[config.mk]
export PLATFORM = sky130hd
export DESIGN_NAME = codificador_sequencial_flat
export DESIGN_NICKNAME = d
export VERILOG_FILES = /design/src/rtl/codificador_sequencial_pkg.sv /design/src/rtl/codificador_sequencial_if.sv /design/src/rtl/codificador_sequencial_prio.sv /design/src/rtl/codificador_sequencial.sv /design/src/flat_wrapper.sv
export SDC_FILE = /design/constraint.sdc
export NUM_CORES = 1
export LEC_CHECK = 0
export CAP_MARGIN = 20
export CORE_ASPECT_RATIO = 1.75
export CORE_MARGIN = 8
export CORE_UTILIZATION = 40
export DETAILED_ROUTE_END_ITERATION = 10
export PLACE_DENSITY = 0.67
export SLEW_MARGIN = 20
export SYNTH_ARGS = -nofsm -noshare
export SYNTH_HDL_FRONTEND = slang
export SYNTH_SLANG_ARGS = --single-unit
[constraint.sdc]
create_clock -name clk -period 8.72 [get_ports clk]
set_input_delay 2.616 -clock clk [delete_from_list [all_inputs] [get_ports clk]]
set_output_delay 2.616 -clock clk [all_outputs]
set_load 0.05 [all_outputs]
[src/rtl/codificador_sequencial_pkg.sv]
// Shared types and defaults for the sequential line-vector encoder.
package codificador_sequencial_pkg;

    localparam int N_DEF = 8;
    localparam int W_DEF = $clog2(N_DEF);

    typedef enum logic {
        ST_IDLE = 1'b0,
        ST_EMIT = 1'b1
    } state_e;

endpackage

[src/rtl/codificador_sequencial_if.sv]
// Vector-in / index-out valid/ready bundle for the encoder.
interface codificador_sequencial_if
    import codificador_sequencial_pkg::*;
#(
    parameter int N = N_DEF,
    parameter int W = $clog2(N)
);
    logic [N-1:0] in_s;
    logic         in_valid;
    logic         in_ready;
    logic [W-1:0] out_a;
    logic         out_zero;
    logic         out_last;
    logic [W:0]   out_count;
    logic         out_valid;
    logic         out_ready;

    modport master (
        output in_s, in_valid, out_ready,
        input  in_ready, out_a, out_zero,
        input  out_last, out_count, out_valid
    );

    modport slave (
        input  in_s, in_valid, out_ready,
        output in_ready, out_a, out_zero,
        output out_last, out_count, out_valid
    );

endinterface

[src/rtl/codificador_sequencial_prio.sv]
// Lowest-set-bit finder: index, any-set flag and one-hot mask of that bit.
module codificador_sequencial_prio #(
    parameter int N = 8,
    parameter int W = $clog2(N)
) (
    input  logic [N-1:0] vec_i,
    output logic [W-1:0] idx_o,
    output logic         any_o,
    output logic [N-1:0] mask_o
);

    // Scan high to low so the lowest set bit wins.
    always_comb begin
        idx_o = '0;
        for (int i = N - 1; i >= 0; i--) begin
            if (vec_i[i]) idx_o = W'(i);
        end
    end

    assign any_o  = |vec_i;
    assign mask_o = vec_i & (~vec_i + N'(1));

endmodule

[src/rtl/codificador_sequencial.sv]
// Sequential encoder: emits the index of every set line, lowest first,
// one valid/ready beat per set bit (one beat flagged zero for 0).
module codificador_sequencial
    import codificador_sequencial_pkg::*;
#(
    parameter int N = N_DEF,
    parameter int W = $clog2(N)
) (
    input logic                     clk,
    input logic                     rst_n,
    codificador_sequencial_if.slave bus
);

    state_e       state_q, state_d;
    logic [N-1:0] pending_q, pending_d;
    logic [W:0]   count_q, count_d;

    logic [W-1:0] lsb_idx;
    logic         lsb_any;
    logic [N-1:0] lsb_mask;
    logic         last;

    function automatic logic [W:0] popcnt(input logic [N-1:0] v);
        logic [W:0] c;
        c = '0;
        for (int i = 0; i < N; i++) c = c + (W+1)'(v[i]);
        return c;
    endfunction

    codificador_sequencial_prio #(
        .N(N),
        .W(W)
    ) u_prio (
        .vec_i (pending_q),
        .idx_o (lsb_idx),
        .any_o (lsb_any),
        .mask_o(lsb_mask)
    );

    assign last = (popcnt(pending_q) <= (W+1)'(1));

    always_ff @(posedge clk or negedge rst_n) begin
        if (!rst_n) begin
            state_q   <= ST_IDLE;
            pending_q <= '0;
            count_q   <= '0;
        end else begin
            state_q   <= state_d;
            pending_q <= pending_d;
            count_q   <= count_d;
        end
    end

    always_comb begin
        state_d   = state_q;
        pending_d = pending_q;
        count_d   = count_q;
        unique case (state_q)
            ST_IDLE: begin
                if (bus.in_valid) begin
                    state_d   = ST_EMIT;
                    pending_d = bus.in_s;
                    count_d   = popcnt(bus.in_s);
                end
            end
            ST_EMIT: begin
                // A zero vector has an empty mask, so it drains in one beat.
                if (bus.out_ready) begin
                    pending_d = pending_q & ~lsb_mask;
                    if (last) state_d = ST_IDLE;
                end
            end
        endcase
    end

    always_comb begin
        bus.in_ready  = (state_q == ST_IDLE);
        bus.out_valid = (state_q == ST_EMIT);
        bus.out_a     = lsb_idx;
        bus.out_zero  = (state_q == ST_EMIT) && !lsb_any;
        bus.out_last  = (state_q == ST_EMIT) && last;
        bus.out_count = count_q;
    end

endmodule

[src/flat_wrapper.sv]
// flat-port wrapper written by rule: the top's interface ports become plain ports
module codificador_sequencial_flat import codificador_sequencial_pkg::*;
#(
    parameter int N = N_DEF,
    parameter int W = $clog2(N)
)
  (clk, rst_n, bus_in_s, bus_in_valid, bus_out_ready, bus_in_ready, bus_out_a, bus_out_zero, bus_out_last, bus_out_count, bus_out_valid);
  codificador_sequencial_if #(.N(N), .W(W)) bus_i ();
  input logic clk;
  input logic rst_n;
  input wire logic [$bits(bus_i.in_s)-1:0] bus_in_s;
  input wire logic [$bits(bus_i.in_valid)-1:0] bus_in_valid;
  input wire logic [$bits(bus_i.out_ready)-1:0] bus_out_ready;
  output wire logic [$bits(bus_i.in_ready)-1:0] bus_in_ready;
  output wire logic [$bits(bus_i.out_a)-1:0] bus_out_a;
  output wire logic [$bits(bus_i.out_zero)-1:0] bus_out_zero;
  output wire logic [$bits(bus_i.out_last)-1:0] bus_out_last;
  output wire logic [$bits(bus_i.out_count)-1:0] bus_out_count;
  output wire logic [$bits(bus_i.out_valid)-1:0] bus_out_valid;
  assign bus_i.in_s = bus_in_s;
  assign bus_i.in_valid = bus_in_valid;
  assign bus_i.out_ready = bus_out_ready;
  assign bus_in_ready = bus_i.in_ready;
  assign bus_out_a = bus_i.out_a;
  assign bus_out_zero = bus_i.out_zero;
  assign bus_out_last = bus_i.out_last;
  assign bus_out_count = bus_i.out_count;
  assign bus_out_valid = bus_i.out_valid;
  codificador_sequencial #(.N(N), .W(W)) u_core (.clk(clk), .rst_n(rst_n), .bus(bus_i));
endmodule
==> flow_results.org, run 1 <==
** STA
- Based on the critical path, the design can be clocked at up to 152 MHz.
- Actual transition at the worst max-transition pin :: 0.661 ns
- The number of hold violations in the final report is 0.
- Count of endpoints failing setup in the final report :: 0
- In the finished design, the share of the clock period the worst path needs comes to 75.4%.
- Setup repair after global routing left no endpoint under its margin.
- Setup skew after layout :: 0.000432 ns
- The number of pins exceeding their max-slew limit in the final report was 0.
- Hold slack final :: 0.480 ns
- After routing, the total negative slack on setup checks comes to 0 ns.
- Max-slew headroom :: 55.8%
- The worst path needs 6.58 ns of the cycle, external delays included.

** CTS
- H-tree depth :: 1
- TritonCTS built the clock tree.
- The clock passes through at most 2 buffers.
- Insertion delay of the later-clocked pin in the worst-skew pair :: 0.24 ns
- Clock tree root driver cell :: clkbuf_8
- The clock net in this run drives a total of 13 sinks.
- Clock transition time at the flip-flop clock pins of the worst setup and hold paths :: 0.06 ns
- In this run, post-CTS repair resized a total of 0 instances.
- Buffers inserted during clock tree synthesis total 3.
- After clock tree synthesis, the flow added hold-fix buffers numbering 0.
- Post-CTS Setup Repair Bufs :: 0

** Finish
- Layout area overhead :: 27.7%
- Combined flip-flop and latch cell area :: 325 um2
- Fraction of layout cells with a size suffix above 1 :: 3.68%
- Number of antenna cells inserted :: 0
- Fill cells in the final layout number 237.
- Number of standard cells in the layout, taps in and fillers out :: 162
- Summing all multi-input logic gate instances after layout gives 583 um2.
- Nets@finish :: 164

** Logic synthesis
- Average cell area after synthesis :: 8.98 um2
- Cells after Synth :: 113
- Library cell occupying the most area in the post-synthesis netlist :: dfrtp_1
- The synthesized design contains 0 enable-type register cells.
- Async SR Flop Fraction :: 100%
- Count of different cell masters after synthesis :: 31
- By area the synthesized netlist is led by dfrtp_1 (32%), fa_1 (16%), inv_1 (8.9%).
- The mapped netlist covers 1010 um2.
- Sequential element share of the synthesized area :: 32.1%
- Total of warnings raised by yosys :: 0
- Cell types with the highest counts after synthesis :: inv_1 (24), dfrtp_1 (13), nand2_1 (13), fa_1 (8), o21ai_0 (8)
- Primary FF master, synth :: dfrtp_1
- Post-synth top area share :: 32.1%
- When the netlist entered floorplanning its net count stood at 140.
- inv_1 is the most common cell in the netlist.
- Synthesized flop and latch total :: 13

** Worst setup path
- Data on the critical path arrives at its endpoint at 3.96 ns.
- The most critical setup path has its endpoint at bus_out_last.
- In this run the number of cells on the critical path is 11.
- Among cell families on the critical path, the largest total delay comes from adder cells.
- Worst setup path category :: register to output pin
- The critical path starts at u_core.pending_q[0]$_DFFE_PN0P_.
- Endpoint of the most critical register-to-register path :: u_core.bus.out_valid$_DFF_PN0_
- Buffers plus inverters on the worst setup path :: 5
- The worst setup path is captured at an output pin.
- Cell depth of the worst flop-to-flop path :: 10
- STA classifies the critical path startpoint as a register.
- Launching point of the worst reg2reg path :: u_core.pending_q[0]$_DFFE_PN0P_
- In this run the register-to-register setup slack is 5.68 ns.
- Required time reported for the critical path endpoint :: 6.10 ns
- Among all stages on the critical path, the largest delay is contributed by clkdlybuf4s50_1.
- Maximum fanout along the worst path :: 7
- In this design, the stage delay of the slowest critical-path cell is 0.80 ns.
- Walking the worst path, the cells encountered are inv_1 > ha_1 > inv_1 > fa_1 > fa_1 > fa_1 > inv_1 > fa_1 > inv_1 > and3_1 > clkdlybuf4s50_1.

** Die
- Number of top-level design ports :: 23
- In this run the core area contains 24 standard-cell rows.
- The initial utilization of the core area, before any placement, comes to 41.2%.
- Die Y :: 82.6 um
- In this run the horizontal extent of the chip is 54.1 um.
- After floorplanning, the core was sized to cover 2460 um2.
- The die covers 4470 um2.

** Worst hold path
- Worst Hold Class :: register to register

** Place
- The wire-length estimate of the detail-placed layout is 2.01 mm.
- During placement, the flow inserted port buffers numbering 22.
- Last weighted congestion value of the routability-driven placer :: 0.869
- Dpl cells :: 158

** Global routing
- Total routing resource utilization after global routing :: 12.0%
- Number of antenna violations at the first check in global routing :: 0
- The number of global-route vias before repair is 871.
- Entering global routing, the biggest net connects 14 pins.
- Global routing finished with a remaining overflow of 0.
- The first global-routing pass estimated 3.94 mm of wire.

** Route
- The first detailed-routing pass took 4 iterations.
- Iter 0 DRT Violations :: 32
- In the final routed layout, each cell accounts on average for 15.2 um.
- Post-route DRC violation count :: 0
- Detailed routing inserted a total of 883 vias.
- DR vias/cell :: 5.45
- The detail route stage leaves a number of antenna-violating nets equal to 0.
- Wire length after detailed routing :: 2.46 mm

** Status
- Result of the run :: complete, no violations

** Flow run
- Max-cap violations :: 0
## final cells by class
| class | count | share of cell area (%) |
|---|---|---|
| multi-input combinational | 73 | 45.0 |
| clock buffer | 4 | 3.47 |
| inverter | 24 | 6.95 |
| timing repair buffer | 22 | 17.0 |
| tap | 26 | 2.51 |
| sequential | 13 | 25.1 |
## registers in the layout, summed over array words and instances, names as in the netlist
signal	cells
u_core.bus.out_count	4
u_core.bus.out_valid	1
u_core.pending_q	8
## stage by stage
| stage | setup WS (ns) | cell area [um2] | util (%) |
|---|---|---|---|
| floorplan | 3.05 | 1010 | - |
| global placement | 2.48 | 1250 | 50.8 |
| detailed placement | 2.42 | 1250 | 50.8 |
| CTS | 2.14 | 1300 | 52.6 |
| global route | 2.02 | 1300 | 52.6 |
| finish | 2.14 | 1300 | 52.6 |
## worst register-to-register path, delay by kind of cell (launching register included)
kind	cells	cell delay (ns)
AOI/OAI and AO/OA	1	0.12
adders and majority gates	5	2.00
buffers and inverters	4	0.30
DFF	1	0.47
## per-layer routing
metal	GRT usage, %	up-vias	wire (um)
li1	-	419	-
met1	11.6	433	882
met2	21.8	29	1370
met3	2.51	2	164
met4	7.43	0	41
met5	0	-	0
## worst min path at each step
stage	slack (ns)	cells past startpoint	end	from
detailed placement	0.47	2	u_core.bus.out_count[3]$_DFFE_PN0P_	u_core.bus.out_count[3]$_DFFE_PN0P_
finish	0.48	2	u_core.bus.out_count[2]$_DFFE_PN0P_	u_core.bus.out_count[2]$_DFFE_PN0P_
floorplan	0.56	2	u_core.pending_q[3]$_DFFE_PN0P_	u_core.pending_q[3]$_DFFE_PN0P_
global route	0.51	2	u_core.bus.out_count[2]$_DFFE_PN0P_	u_core.bus.out_count[2]$_DFFE_PN0P_
global placement	0.46	2	u_core.bus.out_count[0]$_DFFE_PN0P_	u_core.bus.out_count[0]$_DFFE_PN0P_
CTS	0.49	2	u_core.bus.out_count[3]$_DFFE_PN0P_	u_core.bus.out_count[3]$_DFFE_PN0P_
## cells in the final DEF (no fill, tap or decap), types with 3 or more instances in the layout
cell,instances
dfrtp_1,13
ha_1,7
nand3_1,4
o22ai_1,3
clkbuf_8,3
nor2_1,5
inv_1,24
clkdlybuf4s50_1,22
a21oi_1,3
nor2b_1,4
fa_1,8
nand2_1,13
o21ai_0,8
## logic make-up (layout without fill, tap and decap cells)
| logic type | Yosys count | after routing | synth area share [%] |
|---|---|---|---|
| buf+inv | 27 | 50 | 10.5 |
| mux | 2 | 2 | 1.97 |
| flops | 13 | 13 | 32.1 |
| xor+xnor | 1 | 1 | 0.863 |
| fa+ha+maj | 15 | 15 | 24.4 |
| compound gates | 22 | 22 | 13.6 |
| simple gates | 33 | 33 | 16.6 |
Power of run 1 is left out: the tool's default activity adds up to more than one toggle a clock period on the data nets, which glitch-free logic cannot reach.
==> inputs of run 2 (changes only) <==
- PLACE_DENSITY: 0.67 -> 0.69
- clock period: 8.72 -> 5.55 ns (I/O delays scaled with it)
==> flow_results.org, run 2 (synthesis gave the netlist of run 1 again) <==
** Status
- Result of the run :: complete, no violations

** Flow run
- The reported max-cap violation count was 0 (unchanged).

** CTS
- Number of buffers created by CTS :: 3 (unchanged)
- Post-CTS Setup Repair Bufs :: 0 (unchanged)
- Clock transition time at the flip-flop clock pins of the worst setup and hold paths :: 0.06 ns (about the same)
- The cell sitting at the root of the clock tree is a clkbuf_8.
- The maximum level of the CTS H-tree was 1 (unchanged).
- The clock sink count came to 13 (unchanged).
- The source-to-sink clock delay at the later pin of the worst-skew pair is 0.25 ns (about the same).
- The maximum buffer depth of the clock tree was 2 (unchanged).
- TritonCTS built the clock tree.
- The post-cts gate resize count came to 0 (unchanged).
- Number of hold buffers added after CTS :: 0 (unchanged)

** Worst setup path
- Critical path cell sequence :: inv_1 > ha_1 > inv_1 > fa_1 > fa_1 > fa_1 > inv_1 > fa_1 > inv_1 > and3_1 > buf_4
- Worst setup path category :: register to output pin
- The maximum fanout along the worst path is 7 (unchanged).
- The data required time at the worst endpoint came to 3.88 ns (-2.22 ns).
- The signal arrival time at the worst endpoint was 3.40 ns (-0.56 ns).
- Launching point of the worst reg2reg path :: u_core.pending_q[0]$_DFFE_PN0P_
- Worst path slowest cell :: fa_1
- STA classifies the critical path endpoint as an output pin.
- Tracing the worst setup path back leads to its startpoint at u_core.pending_q[0]$_DFFE_PN0P_.
- Nature of the critical path startpoint :: register
- Largest stage delay on the critical path :: 0.50 ns (-0.30 ns)

** Route
- The number of DRC violations after detailed routing came to 0 (unchanged).
- Routed length per placed instance :: 15.1 um (-0.33%)
- The via total after detailed routing was 866 (-1.9%).
- The aggregate routed wire length is 2.45 mm (-0.33%).
- Drt first pass iters :: 4 (unchanged)
- Iter 0 DRT Violations :: 29 (-9.4%)
- Antenna-violating nets left :: 0 (unchanged)
- The average via count per standard cell is 5.35 (-1.9%).

** Die
- Number of top-level design ports :: 23 (unchanged)
- The site row count came to 24 (unchanged).
- Die X :: 54.1 um (unchanged)
- The placeable core area is 2460 um2 (unchanged).
- The die area is 4470 um2 (unchanged).
- The chip height came to 82.6 um (unchanged).
- The starting utilization of the core area is 41.2% (unchanged).

** STA
- Final critical path time including I/O delays and setup :: 5.06 ns
- Hold slack final :: 0.475 ns (-0.00551 ns)
- Actual transition at the worst max-transition pin :: 0.676 ns (+0.0154 ns)
- Count of endpoints failing setup in the final report :: 0 (unchanged)
- Timing would allow up to 198 MHz.
- Period Utilization, post-route :: 91.2%
- The largest clock skew in the final design was 0.00358 ns (+0.00315 ns).
- Fin Setup TNS :: 0 ns (unchanged)
- The number of pins exceeding their max-slew limit in the final report was 0 (unchanged).
- Max-slew headroom :: 54.8% (-1.0 points)
- The number of hold violations in the final report was 0 (unchanged).
- Setup repair after global routing missed its margin :: no

** Global routing
- The met1 demand-to-capacity share in global routing is 12.3% (+0.73 points).
- Largest net degree at the start of global routing :: 14 (unchanged)
- In this run the most used layer during global routing was met2.
- The fraction of met2 tracks used by global routing was 22.6% (+0.82 points).
- Total routing resource utilization after global routing :: 12.6% (+0.59 points)
- The number of antenna violations at the first check in global routing came to 0 (unchanged).
- The routing usage on met3 came to 3.05% (+0.54 points).
- Global-route wire length before repair :: 4.18 mm (+6.1%)
- Number of global-route vias before repair :: 965 (+11%)
- The sum of overflow across all layers after global routing was 0 (unchanged).

** Worst hold path
- Worst Hold Class :: register to register
- The startpoint identified for the worst hold timing path is u_core.bus.out_count[1]$_DFFE_PN0P_.

** Finish
- Number of flip-flops under the largest register name :: 8 (unchanged)
- Commonest cells after routing, fill and taps aside :: inv_1 (24), clkdlybuf4s50_1 (21), nand2_1 (13), dfrtp_1 (13)
- Most flop-heavy register :: u_core.pending_q
- Number of antenna cells inserted :: 0 (unchanged)
- Most frequent standard cell in the layout excluding fill and tap cells :: inv_1
- From synthesis to final layout, the design area changed by 27.5%.
- The number of nets at the end of the flow is 164 (unchanged).
- The share of layout cells above drive strength 1 is 4.41% (+0.74 points).

** Place
- The count of input and output buffers is 22 (unchanged).
- HPWL after detailed placement :: 2.03 mm (+0.90%)
- The final weighted congestion of routability-driven global placement came to 0.879 (+1.1%).
==> run 2: changes by cell type in the layout (fill, tap and decap cells not counted), sizes merged <==
cell / previous run / this run
clkdlybuf4s50: 22 / 21
buf: 0 / 1
==> run 2: critical path, delay by kind of cell (launching register included) <==
kind / cells / cell delay (ns)
adders and majority gates: 5 / 2.02
buffers and inverters: 5 / 0.50
DFF: 1 / 0.47
and+or+nand+nor: 1 / 0.15
==> run 2: worst paths after layout <==
| path | endpoint | slack [ns] | cells past startpoint |
|---|---|---|---|
| hold reg to reg | u_core.bus.out_count[1]$_DFFE_PN0P_ | 0.47 | 2 |
| max in group asynchronous | u_core.pending_q[5]$_DFFE_PN0P_ | 3.35 | 1 |
| hold / removal | u_core.bus.out_count[1]$_DFFE_PN0P_ | 0.47 | 2 |
| setup reg to reg | u_core.bus.out_valid$_DFF_PN0_ | 2.47 | 10 |
| min in group asynchronous | u_core.bus.out_count[2]$_DFFE_PN0P_ | 1.80 | 1 |
| setup / recovery | bus_out_last | 0.49 | 11 |
==> run 2: area by class of cell <==
cell class,instances,area [um2]
multi-input cells,73,583
repair buffers,22,218
flip-flops and latches,13,325
inverters,24,90.1
clock buffers,4,45.0
well taps,26,32.5
fillers,233,1170
==> run 2: through the flow <==
step           std cells  setup slack [ns]  utilization (%)  cell area (um2)
6_report             162             0.489             52.5             1290
5_1_grt              162             0.363             52.5             1290
4_1_cts              162             0.496             52.5             1290
3_5_place_dp         158             0.769             50.7             1250
3_3_place_gp         158             0.875             50.7             1250
2_1_floorplan        113             0.834                -             1010
==> run 2: layer usage <==
layer / vias to the layer above / wire (um)
li1: 420 / -
met1: 409 / 868
met2: 30 / 1330
met3: 7 / 178
met4: 0 / 74
met5: - / 0
Power of run 2 is left out for the same reason.
